**src/rtl/radio_mac_pkg.sv**
```systemverilog
// Shared types and constants for the radio MAC sequencer: state encoding,
// LFSR feedback taps and the backoff window mask helper.
package radio_mac_pkg;

   typedef enum logic [2:0] {
      IDLE      = 3'd0,
      SETTLE_RX = 3'd1,
      CCA       = 3'd2,
      BACKOFF   = 3'd3,
      SETTLE_TX = 3'd4,
      TX        = 3'd5,
      ACK_WAIT  = 3'd6
   } mac_state_e;

   // x^8+x^6+x^5+x^4+1 on a left-shifting register: feedback from bits 7,5,4,3
   localparam logic [7:0] LFSR_TAPS = 8'hB8;

   localparam int unsigned BACKOFF_EXP_CAP = 4;

   // Contention window mask (2 << min(retry+1, cap)) - 1
   function automatic logic [7:0] backoff_mask(input logic [2:0] retry);
      int unsigned e;
      e = 32'(retry) + 32'd1;
      if (e > BACKOFF_EXP_CAP) e = BACKOFF_EXP_CAP;
      return 8'((32'd2 << e) - 32'd1);
   endfunction

endpackage

```
**src/rtl/radio_mac_ctrl_if.sv**
```systemverilog
// Handshake bundle between the MAC sequencer (slave) and the CPU register
// bank / txrx datapath side (master).
interface radio_mac_if;
   logic       tx_req;
   logic       ack_req;
   logic       listen_en;
   logic       channel_busy;
   logic       tx_done;
   logic       ack_rcvd;
   logic       radio_rx_en;
   logic       radio_tx_en;
   logic       tx_start;
   logic       busy;
   logic       tx_ok;
   logic       tx_fail;
   logic [2:0] retry_cnt;

   modport master (
      output tx_req, ack_req, listen_en, channel_busy, tx_done, ack_rcvd,
      input  radio_rx_en, radio_tx_en, tx_start, busy, tx_ok, tx_fail, retry_cnt
   );

   modport slave (
      input  tx_req, ack_req, listen_en, channel_busy, tx_done, ack_rcvd,
      output radio_rx_en, radio_tx_en, tx_start, busy, tx_ok, tx_fail, retry_cnt
   );
endinterface

```
**src/rtl/mac_lfsr8.sv**
```systemverilog
// Free-running 8-bit Fibonacci LFSR used to randomise backoff slot counts.
// A nonzero SEED keeps it off the all-zero lock-up state.
module mac_lfsr8
   import radio_mac_pkg::*;
#(
   parameter logic [7:0] SEED = 8'hA5
) (
   input  logic       clk,
   input  logic       reset,
   output logic [7:0] value_o
);

   logic [7:0] lfsr_q;
   logic [7:0] lfsr_d;

   assign lfsr_d[0] = ^(lfsr_q & LFSR_TAPS);

   genvar gi;
   generate
      for (gi = 1; gi < 8; gi++) begin : g_shift
         assign lfsr_d[gi] = lfsr_q[gi-1];
      end
   endgenerate

   always_ff @(posedge clk or posedge reset) begin
      if (reset) begin
         lfsr_q <= SEED;
      end else begin
         lfsr_q <= lfsr_d;
      end
   end

   assign value_o = lfsr_q;

endmodule

```
**src/rtl/radio_mac_ctrl.sv**
```systemverilog
// Medium-access sequencer: settle, CCA, random backoff, transmit, ack window
// with retries. Define MAC_STATS_EN to add the saturating statistics outputs.
module radio_mac_ctrl
   import radio_mac_pkg::*;
#(
   parameter logic [7:0]  SEED          = 8'hA5,
   parameter int unsigned SETTLE_CYCLES = 16,
   parameter int unsigned CCA_CYCLES    = 64,
   parameter int unsigned SLOT_CYCLES   = 32,
   parameter int unsigned MAX_RETRIES   = 3,
   parameter int unsigned ACK_CYCLES    = 4096
) (
   input  logic        clk,
   input  logic        reset,
   radio_mac_if.slave  bus
`ifdef MAC_STATS_EN
   ,
   output logic [15:0] stat_cca_busy,
   output logic [15:0] stat_tx_fail
`endif
);

   // One shared counter covers every timed state; longest backoff is 32 slots
   localparam int unsigned BO_MAX  = 32 * SLOT_CYCLES;
   localparam int unsigned MAX_A   = (SETTLE_CYCLES > CCA_CYCLES) ? SETTLE_CYCLES : CCA_CYCLES;
   localparam int unsigned MAX_B   = (BO_MAX > ACK_CYCLES) ? BO_MAX : ACK_CYCLES;
   localparam int unsigned CNT_MAX = (MAX_A > MAX_B) ? MAX_A : MAX_B;
   localparam int unsigned CNT_W   = $clog2(CNT_MAX + 1);

   localparam logic [CNT_W-1:0] SETTLE_LAST = CNT_W'(SETTLE_CYCLES - 1);
   localparam logic [CNT_W-1:0] CCA_LAST    = CNT_W'(CCA_CYCLES - 1);
   localparam logic [CNT_W-1:0] ACK_LAST    = CNT_W'(ACK_CYCLES - 1);
   localparam logic [2:0]       RETRY_LIMIT = 3'(MAX_RETRIES);

   logic [7:0] lfsr_val;

   mac_lfsr8 #(.SEED(SEED)) u_lfsr (
      .clk     (clk),
      .reset   (reset),
      .value_o (lfsr_val)
   );

   function automatic logic [CNT_W-1:0] backoff_len(input logic [7:0] lfsr,
                                                    input logic [2:0] retry);
      logic [8:0] slots;
      slots = {1'b0, lfsr & backoff_mask(retry)} + 9'd1;
      return CNT_W'(32'(slots) * SLOT_CYCLES);
   endfunction

   mac_state_e       state_q, state_d;
   logic [CNT_W-1:0] cnt_q, cnt_d;
   logic [CNT_W-1:0] bo_len_q, bo_len_d;
   logic [2:0]       retry_q, retry_d;
   logic             ack_mode_q, ack_mode_d;
   logic             done_ok, done_fail;

   logic             rx_en_q, tx_en_q, tx_start_q, busy_q, tx_ok_q, tx_fail_q;

   always_comb begin
      state_d    = state_q;
      cnt_d      = cnt_q;
      bo_len_d   = bo_len_q;
      retry_d    = retry_q;
      ack_mode_d = ack_mode_q;
      done_ok    = 1'b0;
      done_fail  = 1'b0;

      case (state_q)
         IDLE: begin
            if (bus.tx_req) begin
               ack_mode_d = bus.ack_req;
               retry_d    = 3'd0;
               cnt_d      = '0;
               // An already-listening receiver needs no settle time
               state_d    = bus.listen_en ? CCA : SETTLE_RX;
            end
         end
         SETTLE_RX: begin
            if (cnt_q == SETTLE_LAST) begin
               state_d = CCA;
               cnt_d   = '0;
            end else begin
               cnt_d = cnt_q + 1'b1;
            end
         end
         CCA: begin
            if (bus.channel_busy) begin
               state_d  = BACKOFF;
               cnt_d    = '0;
               bo_len_d = backoff_len(lfsr_val, retry_q);
            end else if (cnt_q == CCA_LAST) begin
               state_d = SETTLE_TX;
               cnt_d   = '0;
            end else begin
               cnt_d = cnt_q + 1'b1;
            end
         end
         BACKOFF: begin
            if (cnt_q == bo_len_q - 1'b1) begin
               state_d = CCA;
               cnt_d   = '0;
            end else begin
               cnt_d = cnt_q + 1'b1;
            end
         end
         SETTLE_TX: begin
            if (cnt_q == SETTLE_LAST) begin
               state_d = TX;
               cnt_d   = '0;
            end else begin
               cnt_d = cnt_q + 1'b1;
            end
         end
         TX: begin
            if (bus.tx_done) begin
               cnt_d = '0;
               if (ack_mode_q) begin
                  state_d = ACK_WAIT;
               end else begin
                  state_d = IDLE;
                  done_ok = 1'b1;
               end
            end
         end
         ACK_WAIT: begin
            // An ack landing on the timeout cycle still wins
            if (bus.ack_rcvd) begin
               state_d = IDLE;
               done_ok = 1'b1;
            end else if (cnt_q == ACK_LAST) begin
               cnt_d = '0;
               if (retry_q < RETRY_LIMIT) begin
                  retry_d  = retry_q + 3'd1;
                  state_d  = BACKOFF;
                  bo_len_d = backoff_len(lfsr_val, retry_q + 3'd1);
               end else begin
                  state_d   = IDLE;
                  done_fail = 1'b1;
               end
            end else begin
               cnt_d = cnt_q + 1'b1;
            end
         end
         default: begin
            state_d = IDLE;
            cnt_d   = '0;
         end
      endcase
   end

   // Outputs are registered from the next state so they line up with it
   always_ff @(posedge clk or posedge reset) begin
      if (reset) begin
         state_q    <= IDLE;
         cnt_q      <= '0;
         bo_len_q   <= '0;
         retry_q    <= 3'd0;
         ack_mode_q <= 1'b0;
         rx_en_q    <= 1'b0;
         tx_en_q    <= 1'b0;
         tx_start_q <= 1'b0;
         busy_q     <= 1'b0;
         tx_ok_q    <= 1'b0;
         tx_fail_q  <= 1'b0;
      end else begin
         state_q    <= state_d;
         cnt_q      <= cnt_d;
         bo_len_q   <= bo_len_d;
         retry_q    <= retry_d;
         ack_mode_q <= ack_mode_d;
         rx_en_q    <= (state_d inside {SETTLE_RX, CCA, BACKOFF, ACK_WAIT}) ||
                       ((state_d == IDLE) && bus.listen_en);
         tx_en_q    <= state_d inside {SETTLE_TX, TX};
         tx_start_q <= (state_d == SETTLE_TX) && (cnt_d == SETTLE_LAST);
         busy_q     <= state_d != IDLE;
         tx_ok_q    <= done_ok;
         tx_fail_q  <= done_fail;
      end
   end

   assign bus.radio_rx_en = rx_en_q;
   assign bus.radio_tx_en = tx_en_q;
   assign bus.tx_start    = tx_start_q;
   assign bus.busy        = busy_q;
   assign bus.tx_ok       = tx_ok_q;
   assign bus.tx_fail     = tx_fail_q;
   assign bus.retry_cnt   = retry_q;

`ifdef MAC_STATS_EN
   logic [15:0] stat_cca_q;
   logic [15:0] stat_fail_q;

   always_ff @(posedge clk or posedge reset) begin
      if (reset) begin
         stat_cca_q  <= 16'd0;
         stat_fail_q <= 16'd0;
      end else begin
         if ((state_q == CCA) && (state_d == BACKOFF) && (stat_cca_q != 16'hFFFF)) begin
            stat_cca_q <= stat_cca_q + 16'd1;
         end
         if (done_fail && (stat_fail_q != 16'hFFFF)) begin
            stat_fail_q <= stat_fail_q + 16'd1;
         end
      end
   end

   assign stat_cca_busy = stat_cca_q;
   assign stat_tx_fail  = stat_fail_q;
`endif

endmodule

```
**src/flat_wrapper.sv**
```systemverilog
// flat-port wrapper written by rule: the top's interface ports become plain ports
module radio_mac_ctrl_flat import radio_mac_pkg::*;
#(
   parameter logic [7:0]  SEED          = 8'hA5,
   parameter int unsigned SETTLE_CYCLES = 16,
   parameter int unsigned CCA_CYCLES    = 64,
   parameter int unsigned SLOT_CYCLES   = 32,
   parameter int unsigned MAX_RETRIES   = 3,
   parameter int unsigned ACK_CYCLES    = 4096
)
  (clk, reset, bus_tx_req, bus_ack_req, bus_listen_en, bus_channel_busy, bus_tx_done, bus_ack_rcvd, bus_radio_rx_en, bus_radio_tx_en, bus_tx_start, bus_busy, bus_tx_ok, bus_tx_fail, bus_retry_cnt);
  radio_mac_if bus_i ();
  input  logic clk;
  input  logic reset;
  input wire logic [$bits(bus_i.tx_req)-1:0] bus_tx_req;
  input wire logic [$bits(bus_i.ack_req)-1:0] bus_ack_req;
  input wire logic [$bits(bus_i.listen_en)-1:0] bus_listen_en;
  input wire logic [$bits(bus_i.channel_busy)-1:0] bus_channel_busy;
  input wire logic [$bits(bus_i.tx_done)-1:0] bus_tx_done;
  input wire logic [$bits(bus_i.ack_rcvd)-1:0] bus_ack_rcvd;
  output wire logic [$bits(bus_i.radio_rx_en)-1:0] bus_radio_rx_en;
  output wire logic [$bits(bus_i.radio_tx_en)-1:0] bus_radio_tx_en;
  output wire logic [$bits(bus_i.tx_start)-1:0] bus_tx_start;
  output wire logic [$bits(bus_i.busy)-1:0] bus_busy;
  output wire logic [$bits(bus_i.tx_ok)-1:0] bus_tx_ok;
  output wire logic [$bits(bus_i.tx_fail)-1:0] bus_tx_fail;
  output wire logic [$bits(bus_i.retry_cnt)-1:0] bus_retry_cnt;
  assign bus_i.tx_req = bus_tx_req;
  assign bus_i.ack_req = bus_ack_req;
  assign bus_i.listen_en = bus_listen_en;
  assign bus_i.channel_busy = bus_channel_busy;
  assign bus_i.tx_done = bus_tx_done;
  assign bus_i.ack_rcvd = bus_ack_rcvd;
  assign bus_radio_rx_en = bus_i.radio_rx_en;
  assign bus_radio_tx_en = bus_i.radio_tx_en;
  assign bus_tx_start = bus_i.tx_start;
  assign bus_busy = bus_i.busy;
  assign bus_tx_ok = bus_i.tx_ok;
  assign bus_tx_fail = bus_i.tx_fail;
  assign bus_retry_cnt = bus_i.retry_cnt;
  radio_mac_ctrl #(.SEED(SEED), .SETTLE_CYCLES(SETTLE_CYCLES), .CCA_CYCLES(CCA_CYCLES), .SLOT_CYCLES(SLOT_CYCLES), .MAX_RETRIES(MAX_RETRIES), .ACK_CYCLES(ACK_CYCLES)) u_core (.clk(clk), .reset(reset), .bus(bus_i));
endmodule
```
**config.mk**
```make
export PLATFORM = sky130hd
export DESIGN_NAME = radio_mac_ctrl_flat
export DESIGN_NICKNAME = d
export VERILOG_FILES = /design/src/rtl/radio_mac_pkg.sv /design/src/rtl/radio_mac_ctrl_if.sv /design/src/rtl/mac_lfsr8.sv /design/src/rtl/radio_mac_ctrl.sv /design/src/flat_wrapper.sv
export SDC_FILE = /design/constraint.sdc
export NUM_CORES = 1
export LEC_CHECK = 0
export CORE_MARGIN = 8
export CORE_UTILIZATION = 45
export DETAILED_ROUTE_END_ITERATION = 7
export GPL_TIMING_DRIVEN = 1
export PLACE_DENSITY = 0.6
export SLEW_MARGIN = 20
export SYNTH_ARGS = -nofsm -noshare
export SYNTH_HDL_FRONTEND = slang
export SYNTH_SLANG_ARGS = --single-unit
export TNS_END_PERCENT = 5
```
**constraint.sdc**
```tcl
create_clock -name clk -period 4.11 [get_ports clk]
set_clock_uncertainty 0.05 [all_clocks]
set_input_delay 0.411 -clock clk [delete_from_list [all_inputs] [get_ports clk]]
set_output_delay 0.411 -clock clk [all_outputs]
set_load 0.03 [all_outputs]
```
==> results of run 1 <==
per-stage QoR:
stage / cells / cell area, sq um
2_1_floorplan: 322 / 2920
3_3_place_gp: 403 / 3100
3_5_place_dp: 403 / 3100
4_1_cts: 411 / 3240
5_1_grt: 411 / 3240
6_report: 411 / 3240
Yosys cell counts (4+ instances only):
master and n:
o21ai_0 9, nor3_1 11, a21oi_1 17, xnor2_1 17, o22ai_1 4, a211o_1 4, nor3b_1 4, xor2_1 5
nand3_1 13, dfstp_2 4, ha_1 10, nand4_1 8, nor2_1 32, and2_1 7, o211ai_1 4, nand2b_1 5
nand2_1 26, o31ai_1 4, buf_6 5, nand3b_1 5, clkbuf_1 4, buf_2 4, inv_1 11, dfrtp_1 38
nor4_1 4, nor2b_1 5
final timing paths:
path	startpoint	to
setup / recovery	u_core.bus.retry_cnt[0]	u_core.bo_len_q[12]
hold reg to reg	u_core.u_lfsr.value_o[2]	u_core.u_lfsr.value_o[3]
hold / removal	u_core.u_lfsr.value_o[2]	u_core.u_lfsr.value_o[3]
max in group asynchronous	reset	u_core.cnt_q[12]
setup reg to reg	u_core.bus.retry_cnt[0]	u_core.bo_len_q[12]
min in group asynchronous	reset	u_core.ack_mode_q
worst reg2reg max path, cell delays in order (launching register included):
cell and delay [ns]:
dfrtp_1 0.50, ha_1 0.30, xnor2_1 0.30, nor3_1 0.10, a211o_1 0.37, or3_1 0.38
ha_1 0.28, nor4_1 0.29, o21ai_1 0.14, nor3_1 0.30, nand4_1 0.15, xnor2_1 0.15
a21oi_1 0.08
power by group through the flow:
stage / Sequential, mW / Clock [mW] / Combinational [mW]
global route: 0.603 / 0.433 / 0.743
CTS: 0.591 / 0.419 / 0.661
floorplan: 0.585 / 0 / 0.521
finish: 0.589 / 0.405 / 0.666
global placement: 0.594 / 0 / 0.653
detailed placement: 0.599 / 0 / 0.658
cell type report:
cell class,count,area [sq um]
clock buffers,6,82.6
clock inverters,2,60.1
fillers,595,3070
inverters,11,41.3
multi-input cells,253,1720
flip-flops and latches,42,1060
well taps,77,96.3
repair buffers,20,190
cell families (layout without fill, tap and decap cells):
group	Yosys count	in the layout	share of synthesized area (%)
AO/OA/AOI/OAI	72	72	17.5
XOR/XNOR	22	22	6.59
adder cells (fa/ha/maj)	10	10	4.28
buffers and inverters	27	39	5.31
flip-flops	42	42	36.1
multiplexers	2	2	0.770
AND/OR/NAND/NOR	147	147	29.4
state kept, by name, summed over array words and instances (netlist names):
register / flops
u_core.ack_mode_q: 1
u_core.bo_len_q: 8
u_core.bus.busy: 1
u_core.bus.radio_rx_en: 1
u_core.bus.radio_tx_en: 1
u_core.bus.retry_cnt: 3
u_core.bus.tx_fail: 1
u_core.bus.tx_ok: 1
u_core.bus.tx_start: 1
u_core.cnt_q: 13
u_core.state_q: 3
u_core.u_lfsr.value_o: 8
cells in the final DEF (no fill, tap or decap), types with 5 or more instances in the layout:
cell type	netlist	routed
xor2_1	5	5
inv_1	11	10
nor2_1	32	32
nand3b_1	5	5
nand2b_1	5	5
and2_1	7	7
clkbuf_8	0	6
clkdlybuf4s50_1	0	16
nor3_1	11	11
xnor2_1	17	17
nand3_1	13	13
ha_1	10	10
nor2b_1	5	5
nand2_1	26	26
nand4_1	8	8
dfrtp_1	38	38
o21ai_0	9	9
a21oi_1	17	17
routing by layer:
| layer | part of all wire, % | GRT usage (%) | vias up |
|---|---|---|---|
| met1 | 50 | 21.1 | 1121 |
| met4 | 1.0 | 4.41 | 0 |
| met3 | 4.3 | 2.47 | 6 |
| met2 | 44 | 22.7 | 44 |
| li1 | - | - | 1190 |
| met5 | 0 | 0 | - |
==> impl_metrics.yaml, run 1 <==
status:
  status: "finished, final reports clean"
global_route:
  overflow: 0
  grt_pass1_wl_um: 11100
  grt_usage_pct: 14.9
  grt_max_degree: 43
  grt_pass1_vias: 2212
  antenna_found_initial: 0
power_and_ir_drop:
  irDropWorstVdd_mv: 0.284
  p_seq_share_pct: 35.5
  intPower_mw: 1.04
  power.switching_uw: 616
  power_density_nw_per_um2: 512
  p_leak_nw: 1.30
  switching_share_pct: 37.1
  p_total_mw: 1.66
  clockPowerShare_pct: 24.4
  combinationalPowerShare_pct: 40.1
place:
  routabilityCongestion: 0.833
  place_ws_ns: 0.589
  portBuffers: 16
  place_hpwl_um: 4790
synthesis:
  synth_cell_types: 73
  synth_cells: 322
  synthesis.nets: 340
  yosysSeqAreaShare_pct: 36.1
  synth_edf_count: 0
  synthArstFlopShare_pct: 100
  yosysWarnings: 0
  synth_top_cell_by_area: "dfrtp_1"
  synth_ff_type: "dfrtp_1"
  syn_area_sq_um: 2920
  ys_seq_elements: 42
  synth_top_area_share_pct: 32.5
  syn_avg_cell_area_sq_um: 9.08
  synthTopCellsByArea: "dfrtp_1 33%, xnor2_1 5.1%, ha_1 4.3%, nor2_1 4.1%, dfstp_2 3.6%"
floorplan:
  num_rows: 29
  die_x_um: 96.6
  fp.dieH_um: 96.6
  ios: 17
  initial_core_util_pct: 46.3
  die_area_sq_um: 9330
  core_area_sq_um: 6310
critical_path:
  cp-end-kind: "register"
  critPathTopFamily: "simple AND/OR/NAND/NOR gates"
  worstSetupStartpointType: "register"
  path_class: "register to register"
  reg2regPathDepth: 12
  worst_path_max_delay_cell: "dfrtp_1"
  crit_chain: "ha_1 -> xnor2_1 -> nor3_1 -> a211o_1 -> or3_1 -> ha_1 -> nor4_1 -> o21ai_1 -> nor3_1 -> nand4_1 -> xnor2_1 -> a21oi_1"
  cp.depth: 12
  worstPathBufferInverterCount: 0
  slowest_delay_ns: 0.50
  required_ns: 4.21
  arrival_ns: 3.63
  r2r_slack_ns: 0.59
  worstPathMaxFanout: 10
clocking:
  cts_buffers: 5
  post_cts_buffers: 0
  hold_buffers: 0
  clockRootBuffer: "clkbuf_8"
  cts_max_level: 2
  cts_resized: 0
  cts_tree: "yes"
  cts.path.max_buffers: 2
  clkSlewWorstSetupHoldPaths_ns: 0.08
  cts.sinks: 42
  clock_latency_ns: 0.29
final_layout:
  n_antenna_cell: 0
  syn2layout_area_growth_pct: 10.9
  layout-drive-gt1-share_pct: 11.1
  fin_nets: 351
  fin_util_pct: 51.3
run:
  max_cap_viol_count: 0
sta:
  whs_ns: 0.351
  fmax_mhz: 284
  post-route-period-util_pct: 85.7
  worst_slack_ns: 0.586
  finalCriticalPeriod_ns: 3.52
  finalHoldViolCount: 0
  worst_pin_slew_ns: 1.04
  setup_tns_ns: 0
  setup_viol: 0
  rsz0062_at_grt: "no"
  maxSlewHeadroom_pct: 29.8
  slew_violations: 0
detailed_routing:
  vias_per_cell: 5.74
  wl_um: 6510
  drtPass1Iterations: 4
  drt-initial-drc-count: 115
  drc: 0
  wl_per_cell_um: 15.8
  drtAntennaViolNets: 0
  num_vias: 2361
min_path:
  whs_path_depth: 0
  hp-class: "register to register"
Note: power is estimated with default switching activity, not from simulation.
==> run 2, diff against run 1 <==
- CAP_MARGIN: unset -> 20
- RECOVER_POWER: unset -> 50
==> impl_metrics.yaml, run 2 (synthesis results as in run 1) <==
critical_path:
  worstPathMaxFanout: 10
  arrival_ns: 3.62
  crit_end: "u_core.bo_len_q[12]"
  worstSetupStartpointType: "register"
  path_class: "register to register"
  cp.depth: 12
  timing.rr.start: "u_core.bus.retry_cnt[0]"
  r2r_end: "u_core.bo_len_q[12]"
  reg2regPathDepth: 12
  slowest_delay_ns: 0.50
  crit_chain: "ha_1 -> xnor2_1 -> nor3_1 -> a211o_1 -> or3_1 -> ha_1 -> nor4_1 -> o21ai_1 -> nor3_1 -> nand4_1 -> xnor2_1 -> a21oi_1"
  worst_path_max_delay_cell: "dfrtp_1"
  critPathTopFamily: "simple AND/OR/NAND/NOR gates"
  worstPathBufferInverterCount: 0
  r2r_slack_ns: 0.59
  cp-end-kind: "register"
  setup.worst_path.start: "u_core.bus.retry_cnt[0]"
  required_ns: 4.21
power_and_ir_drop:
  p_leak_nw: 1.30
  intPower_mw: 1.04
  power.switching_uw: 617
  p_seq_share_pct: 35.5
  switching_share_pct: 37.2
  combinationalPowerShare_pct: 40.1
  power_density_nw_per_um2: 513
  clockPowerShare_pct: 24.4
  irDropWorstVdd_mv: 0.284
final_layout:
  final_common_cell: "dfrtp_1"
  fin_nets: 351
  fillers: 594
  layout-drive-gt1-share_pct: 9.88
  final_cell_mix: "38 x dfrtp_1, 32 x nor2_1, 26 x nand2_1"
  largest_reg_flops: 13
  syn2layout_area_growth_pct: 10.8
  stdcell_count: 411
  largest_register: "u_core.cnt_q"
  n_antenna_cell: 0
global_route:
  overflow: 0
  grt_usage_pct: 14.9
  antenna_found_initial: 0
  grt_pass1_wl_um: 11100
  grt_max_degree: 43
  grt_pass1_vias: 2212
sta:
  maxSlewHeadroom_pct: -54.2
  rsz0062_at_grt: "no"
  fmax_mhz: 284
  setup_tns_ns: 0
  slew_violations: 43
  finalCriticalPeriod_ns: 3.52
  setup_viol: 0
  worst_pin_slew_ns: 2.31
  post-route-period-util_pct: 85.7
  finalHoldViolCount: 0
floorplan:
  initial_core_util_pct: 46.3
  die_area_sq_um: 9330
  core_area_sq_um: 6310
  ios: 17
  fp.dieH_um: 96.6
  num_rows: 29
  die_x_um: 96.6
clocking:
  clkSlewWorstSetupHoldPaths_ns: 0.08
  cts.path.max_buffers: 2
  cts_tree: "yes"
  clockRootBuffer: "clkbuf_8"
  cts_resized: 0
  clock_latency_ns: 0.29
  hold_buffers: 0
  post_cts_buffers: 0
  cts.sinks: 42
  cts_max_level: 2
  cts_buffers: 5
detailed_routing:
  drc: 0
  vias_per_cell: 5.74
  wl_um: 6520
  drtPass1Iterations: 4
  num_vias: 2359
  wl_per_cell_um: 15.9
  drtAntennaViolNets: 0
  drt-initial-drc-count: 115
status:
  violations: "capacitance limit, slew limit"
  status: "complete, but fails checks"
run:
  max_cap_viol_count: 1
min_path:
  hp-class: "register to register"
  hold_start: "u_core.u_lfsr.value_o[2]"
place:
  place_hpwl_um: 4790
  routabilityCongestion: 0.833
  portBuffers: 16
  post-place-cells: 403
==> run 2: worst min-delay path by stage <==
| stage | slack [ns] | depth (start not counted) | endpoint |
|---|---|---|---|
| after floorplan | 0.32 | 0 | u_core.u_lfsr.value_o[2] |
| final | 0.35 | 0 | u_core.u_lfsr.value_o[3] |
| after global placement | 0.34 | 0 | u_core.u_lfsr.value_o[2] |
| after global routing | 0.36 | 0 | u_core.u_lfsr.value_o[3] |
| after CTS | 0.35 | 0 | u_core.u_lfsr.value_o[3] |
| after detailed placement | 0.34 | 0 | u_core.u_lfsr.value_o[3] |
==> run 2: power groups by stage <==
stage	clock, mW	sequential, mW	combinational [mW]
after global placement	0	0.594	0.653
after detailed placement	0	0.599	0.658
final	0.405	0.589	0.666
after CTS	0.419	0.591	0.661
after global routing	0.433	0.603	0.742
after floorplan	0	0.585	0.521
==> run 2: stage by stage <==
step / utilization [%] / power, mW / hold WS [ns] / area, sq um / setup WS (ns)
after floorplan: - / 1.11 / 0.317 / 2920 / 0.749
after global placement: 49.0 / 1.25 / 0.341 / 3100 / 0.651
after detailed placement: 49.0 / 1.26 / 0.341 / 3100 / 0.589
after CTS: 51.3 / 1.67 / 0.353 / 3240 / 0.561
after global routing: 51.3 / 1.78 / 0.357 / 3240 / 0.251
final: 51.3 / 1.66 / 0.351 / 3240 / 0.589
==> run 2: worst reg2reg max path: cells and delay by family, from the launching register on <==
kind / cells / cell delay (ns)
AOI/OAI and AO/OA: 3 / 0.59
xor gates and xnor gates: 2 / 0.45
adders and majority gates: 2 / 0.58
DFF: 1 / 0.50
and+or+nand+nor: 5 / 1.22
==> run 2: layout make-up <==
cell class | count | area (sq um) | share of cell area, %
Sequential cell | 42 | 1060 | 32.6
Clock buffer | 6 | 82.6 | 2.55
Timing Repair Buffer | 20 | 186 | 5.76
Tap cell | 77 | 96.3 | 2.98
Clock inverter | 2 | 60.1 | 1.85
Multi-Input combinational cell | 253 | 1720 | 53.0
Inverter | 11 | 41.3 | 1.28
==> run 2: layer usage <==
| layer | share of wire [%] | wire length (um) | track usage, % |
|---|---|---|---|
| met1 | 50 | 3280 | 21.1 |
| met2 | 44 | 2880 | 22.7 |
| met3 | 4.6 | 297 | 2.47 |
| met4 | 1.0 | 65 | 4.41 |
| met5 | 0 | 0 | 0 |
==> run 3, diff against run 2 <==
- HOLD_SLACK_MARGIN: unset -> 0.02
==> results of run 3 <==
The final DEF is identical to that of run 2; final timing and power are the same.
